`src/rtl/matrix_gen_multi.sv`:
```
// rtl/matrix_gen_multi.sv - multi-mode matrix fill generator writing one storage slot row-major
// Optional feature: define MATGEN_SEED_LOAD_EN to add seed_load/seed ports for reseeding the LFSR in IDLE.
module matrix_gen_multi #(
    parameter int          DATA_W    = 16,
    parameter int          DIM_W     = 3,
    parameter int          SLOT_W    = 2,
    parameter int          MAX_DIM   = 5,
    parameter int          VAL_BITS  = 4,
    parameter logic [15:0] LFSR_SEED = 16'hACE1
) (
    input  logic              clk,
    input  logic              rst_n,
    input  logic              start,
    input  logic              abort,
    input  logic [1:0]        mode,
    input  logic [DIM_W-1:0]  target_m,
    input  logic [DIM_W-1:0]  target_n,
    input  logic [SLOT_W-1:0] target_slot,
    input  logic [DATA_W-1:0] fill_value,
    input  logic [VAL_BITS-1:0] max_val,
    input  logic              wr_ready,
`ifdef MATGEN_SEED_LOAD_EN
    input  logic              seed_load,
    input  logic [15:0]       seed,
`endif
    output logic [SLOT_W-1:0] gen_slot_idx,
    output logic [DIM_W-1:0]  gen_row,
    output logic [DIM_W-1:0]  gen_col,
    output logic [DATA_W-1:0] gen_data,
    output logic              gen_we,
    output logic [DIM_W-1:0]  gen_dim_m,
    output logic [DIM_W-1:0]  gen_dim_n,
    output logic              gen_dim_we,
    output logic              busy,
    output logic              done,
    output logic              err
);

    typedef enum logic [1:0] {S_IDLE, S_DIM, S_GEN, S_DONE} state_t;

    localparam logic [1:0] MODE_RAND  = 2'd0;
    localparam logic [1:0] MODE_ZERO  = 2'd1;
    localparam logic [1:0] MODE_IDENT = 2'd2;
    localparam logic [1:0] MODE_CONST = 2'd3;

    function automatic logic [15:0] lfsr_step(input logic [15:0] l);
        return {l[14:0], l[15] ^ l[13] ^ l[12] ^ l[10]};
    endfunction

    state_t              state_q, state_d;
    logic [1:0]          mode_q, mode_d;
    logic [DATA_W-1:0]   fill_q, fill_d;
    logic [VAL_BITS-1:0] max_q, max_d;
    logic [DIM_W-1:0]    cnt_i_q, cnt_i_d, cnt_j_q, cnt_j_d;
    logic [15:0]         lfsr_q, lfsr_d;
    logic [SLOT_W-1:0]   slot_d;
    logic [DIM_W-1:0]    row_d, col_d, dim_m_d, dim_n_d;
    logic [DATA_W-1:0]   data_d;
    logic                we_d, dim_we_d, busy_d, done_d, err_d;

    // Scratch values for loading the next element into the output register
    logic [15:0]         cur;
    logic [DATA_W-1:0]   elem;
    logic [DIM_W-1:0]    ld_i, ld_j;
    logic                accept, last, do_load, bad_dim;

    // Next-state, element selection, rejection sampling and output staging
    always_comb begin
        state_d  = state_q;
        mode_d   = mode_q;
        fill_d   = fill_q;
        max_d    = max_q;
        cnt_i_d  = cnt_i_q;
        cnt_j_d  = cnt_j_q;
        lfsr_d   = lfsr_q;
        slot_d   = gen_slot_idx;
        row_d    = gen_row;
        col_d    = gen_col;
        data_d   = gen_data;
        we_d     = gen_we;
        dim_m_d  = gen_dim_m;
        dim_n_d  = gen_dim_n;
        dim_we_d = gen_dim_we;
        done_d   = 1'b0;
        err_d    = 1'b0;
        do_load  = 1'b0;

        accept  = gen_we && wr_ready;
        last    = (gen_row == gen_dim_m - 1'b1) && (gen_col == gen_dim_n - 1'b1);
        // The presented random value always equals the LFSR's low bits, so an
        // acceptance steps the LFSR before the next candidate is drawn.
        cur     = accept ? lfsr_step(lfsr_q) : lfsr_q;
        ld_i    = (state_q == S_DIM) ? '0 : cnt_i_q;
        ld_j    = (state_q == S_DIM) ? '0 : cnt_j_q;
        bad_dim = (target_m == '0) || (target_n == '0) ||
                  (target_m > DIM_W'(MAX_DIM)) || (target_n > DIM_W'(MAX_DIM));

        case (mode_q)
            MODE_ZERO:  elem = '0;
            MODE_IDENT: elem = (ld_i == ld_j) ? DATA_W'(1) : '0;
            MODE_CONST: elem = fill_q;
            default:    elem = DATA_W'(cur[VAL_BITS-1:0]);
        endcase

        case (state_q)
            S_IDLE: begin
`ifdef MATGEN_SEED_LOAD_EN
                if (seed_load)
                    lfsr_d = (seed == 16'h0) ? LFSR_SEED : seed;
`endif
                if (start) begin
                    if (bad_dim) begin
                        err_d = 1'b1;
                    end else begin
                        mode_d   = mode;
                        fill_d   = fill_value;
                        max_d    = max_val;
                        slot_d   = target_slot;
                        dim_m_d  = target_m;
                        dim_n_d  = target_n;
                        dim_we_d = 1'b1;
                        state_d  = S_DIM;
                    end
                end
            end
            S_DIM: begin
                if (wr_ready) begin
                    dim_we_d = 1'b0;
                    state_d  = S_GEN;
                    do_load  = 1'b1;
                end
            end
            S_GEN: begin
                if (accept && last) begin
                    we_d    = 1'b0;
                    done_d  = 1'b1;
                    state_d = S_DONE;
                    if (mode_q == MODE_RAND)
                        lfsr_d = cur;
                end else if (!gen_we || wr_ready) begin
                    do_load = 1'b1;
                end
            end
            default: state_d = S_IDLE;
        endcase

        if (do_load) begin
            if (mode_q == MODE_RAND && cur[VAL_BITS-1:0] > max_q) begin
                we_d   = 1'b0;
                lfsr_d = lfsr_step(cur);
            end else begin
                we_d   = 1'b1;
                row_d  = ld_i;
                col_d  = ld_j;
                data_d = elem;
                if (mode_q == MODE_RAND)
                    lfsr_d = cur;
                if (ld_j == gen_dim_n - 1'b1) begin
                    cnt_j_d = '0;
                    cnt_i_d = ld_i + 1'b1;
                end else begin
                    cnt_j_d = ld_j + 1'b1;
                    cnt_i_d = ld_i;
                end
            end
        end

        if (abort && state_q != S_IDLE) begin
            state_d  = S_IDLE;
            we_d     = 1'b0;
            dim_we_d = 1'b0;
            done_d   = 1'b0;
        end

        busy_d = (state_d == S_DIM) || (state_d == S_GEN);
    end

    // State, job context, LFSR and registered outputs
    always_ff @(posedge clk or negedge rst_n) begin
        if (!rst_n) begin
            state_q      <= S_IDLE;
            mode_q       <= '0;
            fill_q       <= '0;
            max_q        <= '0;
            cnt_i_q      <= '0;
            cnt_j_q      <= '0;
            lfsr_q       <= LFSR_SEED;
            gen_slot_idx <= '0;
            gen_row      <= '0;
            gen_col      <= '0;
            gen_data     <= '0;
            gen_we       <= 1'b0;
            gen_dim_m    <= '0;
            gen_dim_n    <= '0;
            gen_dim_we   <= 1'b0;
            busy         <= 1'b0;
            done         <= 1'b0;
            err          <= 1'b0;
        end else begin
            state_q      <= state_d;
            mode_q       <= mode_d;
            fill_q       <= fill_d;
            max_q        <= max_d;
            cnt_i_q      <= cnt_i_d;
            cnt_j_q      <= cnt_j_d;
            lfsr_q       <= lfsr_d;
            gen_slot_idx <= slot_d;
            gen_row      <= row_d;
            gen_col      <= col_d;
            gen_data     <= data_d;
            gen_we       <= we_d;
            gen_dim_m    <= dim_m_d;
            gen_dim_n    <= dim_n_d;
            gen_dim_we   <= dim_we_d;
            busy         <= busy_d;
            done         <= done_d;
            err          <= err_d;
        end
    end

endmodule

```
`config.mk`:
```
export PLATFORM = sky130hd
export DESIGN_NAME = matrix_gen_multi
export DESIGN_NICKNAME = d
export VERILOG_FILES = /design/src/rtl/matrix_gen_multi.sv
export SDC_FILE = /design/constraint.sdc
export NUM_CORES = 1
export LEC_CHECK = 0
export CORE_MARGIN = 5
export CORE_UTILIZATION = 35
export CTS_BUF_LIST = sky130_fd_sc_hd__clkbuf_16
export DETAILED_ROUTE_END_ITERATION = 8
export PLACE_DENSITY = 0.54
export SYNTH_ARGS = -nofsm -noshare
export SYNTH_HDL_FRONTEND = slang
export SYNTH_SLANG_ARGS = --single-unit
```
`constraint.sdc`:
```
create_clock -name clk -period 3.01 [get_ports clk]
set_input_delay 0.602 -clock clk [delete_from_list [all_inputs] [get_ports clk]]
set_output_delay 0.602 -clock clk [all_outputs]
set_load 0.02 [all_outputs]
```
==> results of run 1 <==
[cell usage in the layout, fill, tap and decap left out, types with 10 or more instances in the layout]
master,count
dfrtp_1,73
clkdlybuf4s50_1,67
o211ai_1,10
nor2_1,28
inv_1,14
ha_1,13
o21ai_0,34
nand2_1,77
mux2_2,28
xnor2_1,13
o221a_1,13
buf_4,35
[flip-flops by register name, summed over array words and instances (netlist names), 3 cells and up]
| name | flops |
|---|---|
| cnt_i_q | 3 |
| cnt_j_q | 3 |
| fill_q | 16 |
| gen_col | 3 |
| gen_data | 16 |
| gen_dim_m | 3 |
| gen_dim_n | 3 |
| gen_row | 3 |
| lfsr_q | 16 |
| max_q | 4 |
[repair_timing]
action	4_1_cts	5_1_grt
hold buffers	0	0
gates resized for setup	0	7
setup endpoints to repair	0	27
endpoints found under the hold margin	0	0
[cells in the mapped netlist, drive strengths merged (2+ instances only)]
cell type,instances
mux2i,2
nand2b,3
inv,14
dfrtp,73
or3,3
o22ai,2
buf,9
mux2,28
xnor3,2
nor4,2
dfstp,8
nor2,28
a22oi,4
a21boi,3
nor2b,5
clkbuf,15
o211ai,10
a211oi,2
and2,6
nor3,9
nand2,78
xnor2,13
nand3,3
ha,13
o221a,13
o31ai,9
a21oi,7
o21ai,39
xor2,8
[layout make-up]
class                           count  area [sq um]
Timing Repair Buffer              106          1010
Sequential cell                    81          2040
Multi-Input combinational cell    305          2050
Clock inverter                      6          66.3
Clock buffer                        9           225
Fill cell                        1134          6290
Tap cell                          147           184
Inverter                           14          52.6
[power by group through the flow]
| stage | registers [mW] | logic [mW] | clock network [mW] |
|---|---|---|---|
| after floorplan | 2.12 | 1.92 | 0 |
| after global placement | 2.03 | 3.32 | 0 |
| after detailed placement | 2.03 | 3.38 | 0 |
| after CTS | 2.02 | 3.40 | 1.13 |
| after global routing | 2.09 | 3.75 | 1.17 |
| final | 2.02 | 3.38 | 1.09 |
[how the worst min path moves through the flow]
stage	from	end	slack, ns	cells after the start
finish	rst_n	lfsr_q[14]$_DFF_PN0_	0.43	1
floorplan	rst_n	busy$_DFF_PN0_	0.31	0
detailed placement	gen_data[11]$_DFFE_PN0P_	gen_data[11]$_DFFE_PN0P_	0.47	2
CTS	rst_n	lfsr_q[4]$_DFF_PN0_	0.48	1
global placement	gen_data[15]$_DFFE_PN0P_	gen_data[15]$_DFFE_PN0P_	0.47	2
global route	gen_data[6]$_DFFE_PN0P_	gen_data[6]$_DFFE_PN0P_	0.51	2
[routing by layer]
metal	routed length [microns]	GRT usage (%)
met4	136	4.65
met5	0	0
met2	5000	24.4
met3	522	5.04
met1	4420	18.1
[critical path, cell delays in order, from the launching register on]
cell,delay (ns)
dfstp_2,0.57
xnor2_1,0.17
xnor2_1,0.14
o21ai_1,0.18
inv_1,0.08
ha_1,0.28
nand4_1,0.19
and2_1,0.26
xnor2_1,0.17
a311o_1,0.36
a21oi_1,0.14
[cells by family (layout without fill, tap and decap cells)]
kind of cell / Yosys count / count (layout) / share of synthesized area [%]
buffers and inverters: 38 / 135 / 3.99
muxes: 30 / 30 / 7.92
xor gates and xnor gates: 23 / 23 / 5.41
AOI/OAI and AO/OA: 98 / 98 / 16.2
DFF: 81 / 81 / 48.1
adders and majority gates: 13 / 13 / 3.84
and+or+nand+nor: 141 / 141 / 14.5
[per-stage QoR]
| step | area (sq um) | hold WS [ns] |
|---|---|---|
| CTS | 5610 | 0.483 |
| global placement | 5320 | 0.466 |
| detailed placement | 5320 | 0.472 |
| floorplan | 4230 | 0.306 |
| global route | 5620 | 0.512 |
| finish | 5620 | 0.428 |
==> results by group, run 1 <==
STA
  • Fmax: 384 MHz
  • Min setup slack post-route: roughly 0.4 ns
  • Crit share post-route: between 80 and 90%
  • Count of final max-slew check failures: 0
  • Slew HR: 32.9%
  • Hold violation count in the final report: 0
  • Setup violations, final: 0
  • Slew @ Worst Pin: 1.01 ns
  • RSZ-0062 raised after global routing: false
  • Setup TNS: 0 ns
  • Shortest period the worst path allows: 2.60 ns
  • Worst Clk Skew: 0.00978 ns

Logic synthesis
  • Top FF cell, synth: dfrtp_1
  • Syn Nets: approximately 470
  • Cell variety after synth: 48
  • Synthesized area: ~0.0042 sq mm
  • Post-synth EDFFs: 0
  • Share of the synthesized area in the top cell type: around 43%
  • Flops & latches, synth: 81
  • Synth area leader: dfrtp_1
  • Async SR Flop Fraction: 100%
  • Sequential share of the synthesized area: 48.1%
  • Synth Area per Inst: 9.98 sq um
  • Post-Syn Instances: 424
  • Synth Warn #: 0
  • Synth top area cells: dfrtp_1 43%, mux2_2 7.4%, nand2_1 6.8%

Layout
  • Fin nets: 565
  • Fin cells: 668
  • Ant diodes: 0
  • Core Util, Final: between 40% and 50%
  • Area Overhead vs Synth: 32.8%
  • Fraction of layout cells with a size suffix above 1: between 10% and 20%

Drt
  • DR vias/cell: 5.03
  • Routed len/inst: 15.1 microns
  • Final ANT Viol Nets: 0
  • Routed WL: 10100 microns
  • Total iterations of the first detailed-routing run: 4
  • Via count: 3359
  • First DRT Iteration DRCs: 176
  • Remaining DRCs: 0

Floorplan
  • IO Pins: 70
  • Die Y: 120 microns
  • Die X-Extent: 120 microns
  • # rows: 40
  • Core area: 0.0119 sq mm
  • Die area: approximately 0.014 sq mm
  • Initial Utilization: between 30% and 40%

Critical path
  • Crit path required time: 3.27 ns
  • Reg2Reg Capture Point: lfsr_q[4]$_DFF_PN0_
  • R2R Setup Slk: 0.41 ns
  • Arr. time, crit path: 2.87 ns
  • CP startpoint: lfsr_q[10]$_DFF_PN1_
  • R2R cell count: 10
  • Worst Setup End Kind: flop
  • CP Max Fanout: 4
  • Worst r2r src: lfsr_q[10]$_DFF_PN1_
  • Startpoint types: flop
  • Crit path to: lfsr_q[4]$_DFF_PN0_
  • WS Path Type: flop to flop

Min path
  • Hold Path Class: primary input to async pin

Global route
  • Vias in the first global route: 3380
  • Largest net degree at the start of global routing: 80
  • Overall routing resource usage: approximately 15%
  • Global-route wire length before repair: around 17000 microns
  • Antenna violations before repair: 0
  • Grt ovf: 0

Pwr
  • Comb power frac: 52.1%
  • Total power density per cell area: 1150 mW/mm^2
  • Reg power frac: 31.1%
  • Psw: 2.55 mW
  • Peak supply drop: approximately 430 uV
  • Tot Pwr: 6.49 mW
  • Clock network power share: 16.8%
  • Internal power: 3.93 mW
  • P_leak: 2.36 nW
  • Switching share of power: 39.3%

Place
  • Final HPWL DP: 7200 microns
  • Port Buffers: slightly below 70
  • GPL Wtd Cong: 0.855
  • Placed Cells: 653
  • Pre-CTS setup slack: -0.282 ns

Clocking
  • Num CTS Buffers: 9
  • CTS tree: built
  • Maximum clock path buffer count: 2
  • Clk sinks: 81
  • Clock Latency Late Sink: roughly 0.34 ns
  • Clock transition at path regs: ~0.060 ns
  • CTS root buffer: clkbuf_16
  • # H-tree levels: 3
  • Setup Fix Bufs, Post-CTS: 0

Status
  • Status: finished, final reports clean

Flow run
  • Count of maximum capacitance violations: 0
Note: power is estimated with default switching activity, not from simulation.
==> run 2: changes to the inputs <==
- DONT_BUFFER_PORTS: not set -> 1
- PLACE_DENSITY: 0.54 -> 0.47
- clock period: 3.01 -> 3 ns (I/O delays scaled with it)
==> results by group, run 2 (same netlist as run 1, synthesis figures left out) <==
Clocking
  • Clock transition at path regs: 0.06 ns (about the same)
  • # H-tree levels: 3 (unchanged)
  • Clk sinks: 81 (unchanged)
  • CTS tree: built
  • Clock Latency Late Sink: 0.34 ns (about the same)
  • CTS root buffer: clkbuf_16
  • Num CTS Buffers: 9 (unchanged)
  • Maximum clock path buffer count: 2 (unchanged)

Critical path
  • CP max stage delay: 0.57 ns (about the same)
  • WS Path Type: flop to flop
  • Worst Setup End Kind: flop
  • CP Max Fanout: 11 (+7)
  • Worst-path cell chain: xnor2_1 -> xnor2_1 -> o21ai_0 -> inv_1 -> ha_1 -> inv_1 -> a21oi_1 -> o21ai_0 -> buf_4 -> nand3_1 -> nor4_1 -> a311o_1 -> a21oi_1
  • Buffers & Inverters on Critical Path: 3 (+2)
  • Cell family with the largest share of critical-path delay: compound AO/OA/AOI/OAI gates
  • Crit path required time: 3.21 ns (-0.06 ns)
  • Slowest cell on crit path: dfstp_2
  • Arr. time, crit path: 2.93 ns (+0.06 ns)
  • Startpoint types: flop

Drt
  • DR vias/cell: 5.27 (+4.8%)
  • First DRT Iteration DRCs: 192 (+9.1%)
  • Via count: 3072 (-8.5%)
  • Routed WL: 9940 microns (-1.4%)
  • Remaining DRCs: 0 (unchanged)
  • Routed len/inst: 17.0 microns (+13%)
  • Final ANT Viol Nets: 0 (unchanged)
  • Total iterations of the first detailed-routing run: 7 (+3)

STA
  • Setup TNS: 0 ns (unchanged)
  • Fmax: 368 MHz (-4.2%)
  • Slew HR: 61.1% (+28 points)
  • Worst Clk Skew: 0.00613 ns (-0.00365 ns)
  • RSZ-0062 raised after global routing: false
  • Setup violations, final: 0 (unchanged)
  • Slew @ Worst Pin: 0.584 ns (-0.422 ns)
  • Shortest period the worst path allows: 2.72 ns (+0.114 ns)
  • Count of final max-slew check failures: 0 (unchanged)
  • Crit share post-route: 90.5% (+4.1 points)
  • Hold violation count in the final report: 0 (unchanged)

Global route
  • Overall routing resource usage: 14.9% (+0.15 points)
  • Antenna violations before repair: 0 (unchanged)
  • Largest net degree at the start of global routing: 74 (-7.5%)
  • Vias in the first global route: 3246 (-4.0%)
  • Grt ovf: 0 (unchanged)
  • Global-route wire length before repair: 17000 microns (-1.2%)

Layout
  • Largest regs: fill_q x16, gen_data x16, lfsr_q x16
  • Commonest non-fill, non-tap cell in the layout: nand2_1
  • Area Overhead vs Synth: 13.2%
  • Ant diodes: 0 (unchanged)
  • Most frequent cells in the layout: 77 x nand2_1, 73 x dfrtp_1, 37 x o21ai_0
  • Fin nets: 479 (-15%)
  • Core Util, Final: 40.2% (-6.9 points)
  • Fraction of layout cells with a size suffix above 1: 17.7% (-0.96 points)

Floorplan
  • Die Y: 120 microns (unchanged)
  • # rows: 40 (unchanged)
  • Die area: 0.0144 sq mm (unchanged)
  • IO Pins: 70 (unchanged)
  • Die X-Extent: 120 microns (unchanged)
  • Core area: 0.0119 sq mm (unchanged)
  • Initial Utilization: 35.5% (unchanged)

Flow run
  • Count of maximum capacitance violations: 0 (unchanged)

Status
  • Status: finished, final reports clean

Pwr
  • Peak supply drop: 519 uV (+20%)
  • Total power density per cell area: 1230 mW/mm^2 (+6.4%)
  • P_leak: 2.01 nW (-15%)

Min path
  • Hold Path Class: primary input to async pin

Place
  • Port Buffers: 0 (-100%)
  • Final HPWL DP: 6890 microns (-4.3%)
  • GPL Wtd Cong: 0.871 (+1.9%)
## run 2: cell count changes in the layout (fill, tap and decap cells not counted), moves of 2 or more
cell	previous run	this run
buf_12	3	1
clkdlybuf4s50_1	67	0
buf_4	35	18
inv_6	2	0
o21ai_0	34	37
o21ai_1	3	0
clkinv_4	0	2
## run 2: power breakdown
group | internal, mW | total (mW) | leakage, nW | switching [mW]
Clock | 0.643 | 1.09 | 0.139 | 0.451
Combinational | 1.19 | 2.58 | 0.880 | 1.39
Sequential | 1.61 | 2.22 | 0.990 | 0.609
## run 2: area by class of cell
cell class	count	area, sq um
flip-flops and latches	81	2040
fillers	1192	7120
inverters	14	52.6
repair buffers	20	183
well taps	147	184
multi-input cells	305	2040
clock inverters	7	71.3
clock buffers	9	225
## run 2: timing repair
action                                 4_1_cts  5_1_grt
setup buffers                                0        0
hold buffers                                 1        0
endpoints found under the hold margin       73        0
gates resized for setup                      0        0
setup endpoints to repair                    0        0
## run 2: worst reg2reg max path, cell delays in order, from the launching register on
cell,delay (ns)
dfstp_2,0.57
xnor2_1,0.17
xnor2_1,0.12
o21ai_0,0.23
inv_1,0.12
ha_1,0.20
inv_1,0.06
a21oi_1,0.07
o21ai_0,0.21
buf_4,0.22
nand3_1,0.14
nor4_1,0.25
a311o_1,0.16
a21oi_1,0.06
## run 2: routing by layer
metal / wire length [microns] / vias up / global-route usage, %
met3: 651 / 17 / 5.42
met2: 4570 / 72 / 23.5
met1: 4520 / 1474 / 18.5
li1: - / 1509 / -
met4: 199 / 0 / 6.37
met5: 0 / - / 0
## run 2: worst paths after layout
| path | startpoint | to | slack (ns) | depth (start not counted) |
|---|---|---|---|---|
| setup / recovery | lfsr_q[10]$_DFF_PN1_ | lfsr_q[4]$_DFF_PN0_ | 0.28 | 13 |
| hold / removal | rst_n | lfsr_q[5]$_DFF_PN1_ | 0.1 | 0 |
| setup reg to reg | lfsr_q[10]$_DFF_PN1_ | lfsr_q[4]$_DFF_PN0_ | 0.28 | 13 |
| hold reg to reg | fill_q[11]$_DFFE_PN0P_ | fill_q[11]$_DFFE_PN0P_ | 0.50 | 1 |
| max in group asynchronous | rst_n | fill_q[15]$_DFFE_PN0P_ | 2.55 | 1 |
| min in group clk | max_val[3] | max_q[3]$_DFFE_PN0P_ | 0.38 | 2 |
## run 2: stage by stage
step	hold WS, ns	instances	total power [mW]	worst slack (ns)	cell area (sq um)
6_report	0.0985	583	5.89	0.284	4790
5_1_grt	0.0754	583	6.39	0.0183	4790
4_1_cts	0.0804	583	5.96	0.289	4790
3_5_place_dp	0.307	566	4.81	0.308	4470
3_3_place_gp	0.307	566	4.78	0.319	4470
2_1_floorplan	0.304	424	4.06	0.196	4230
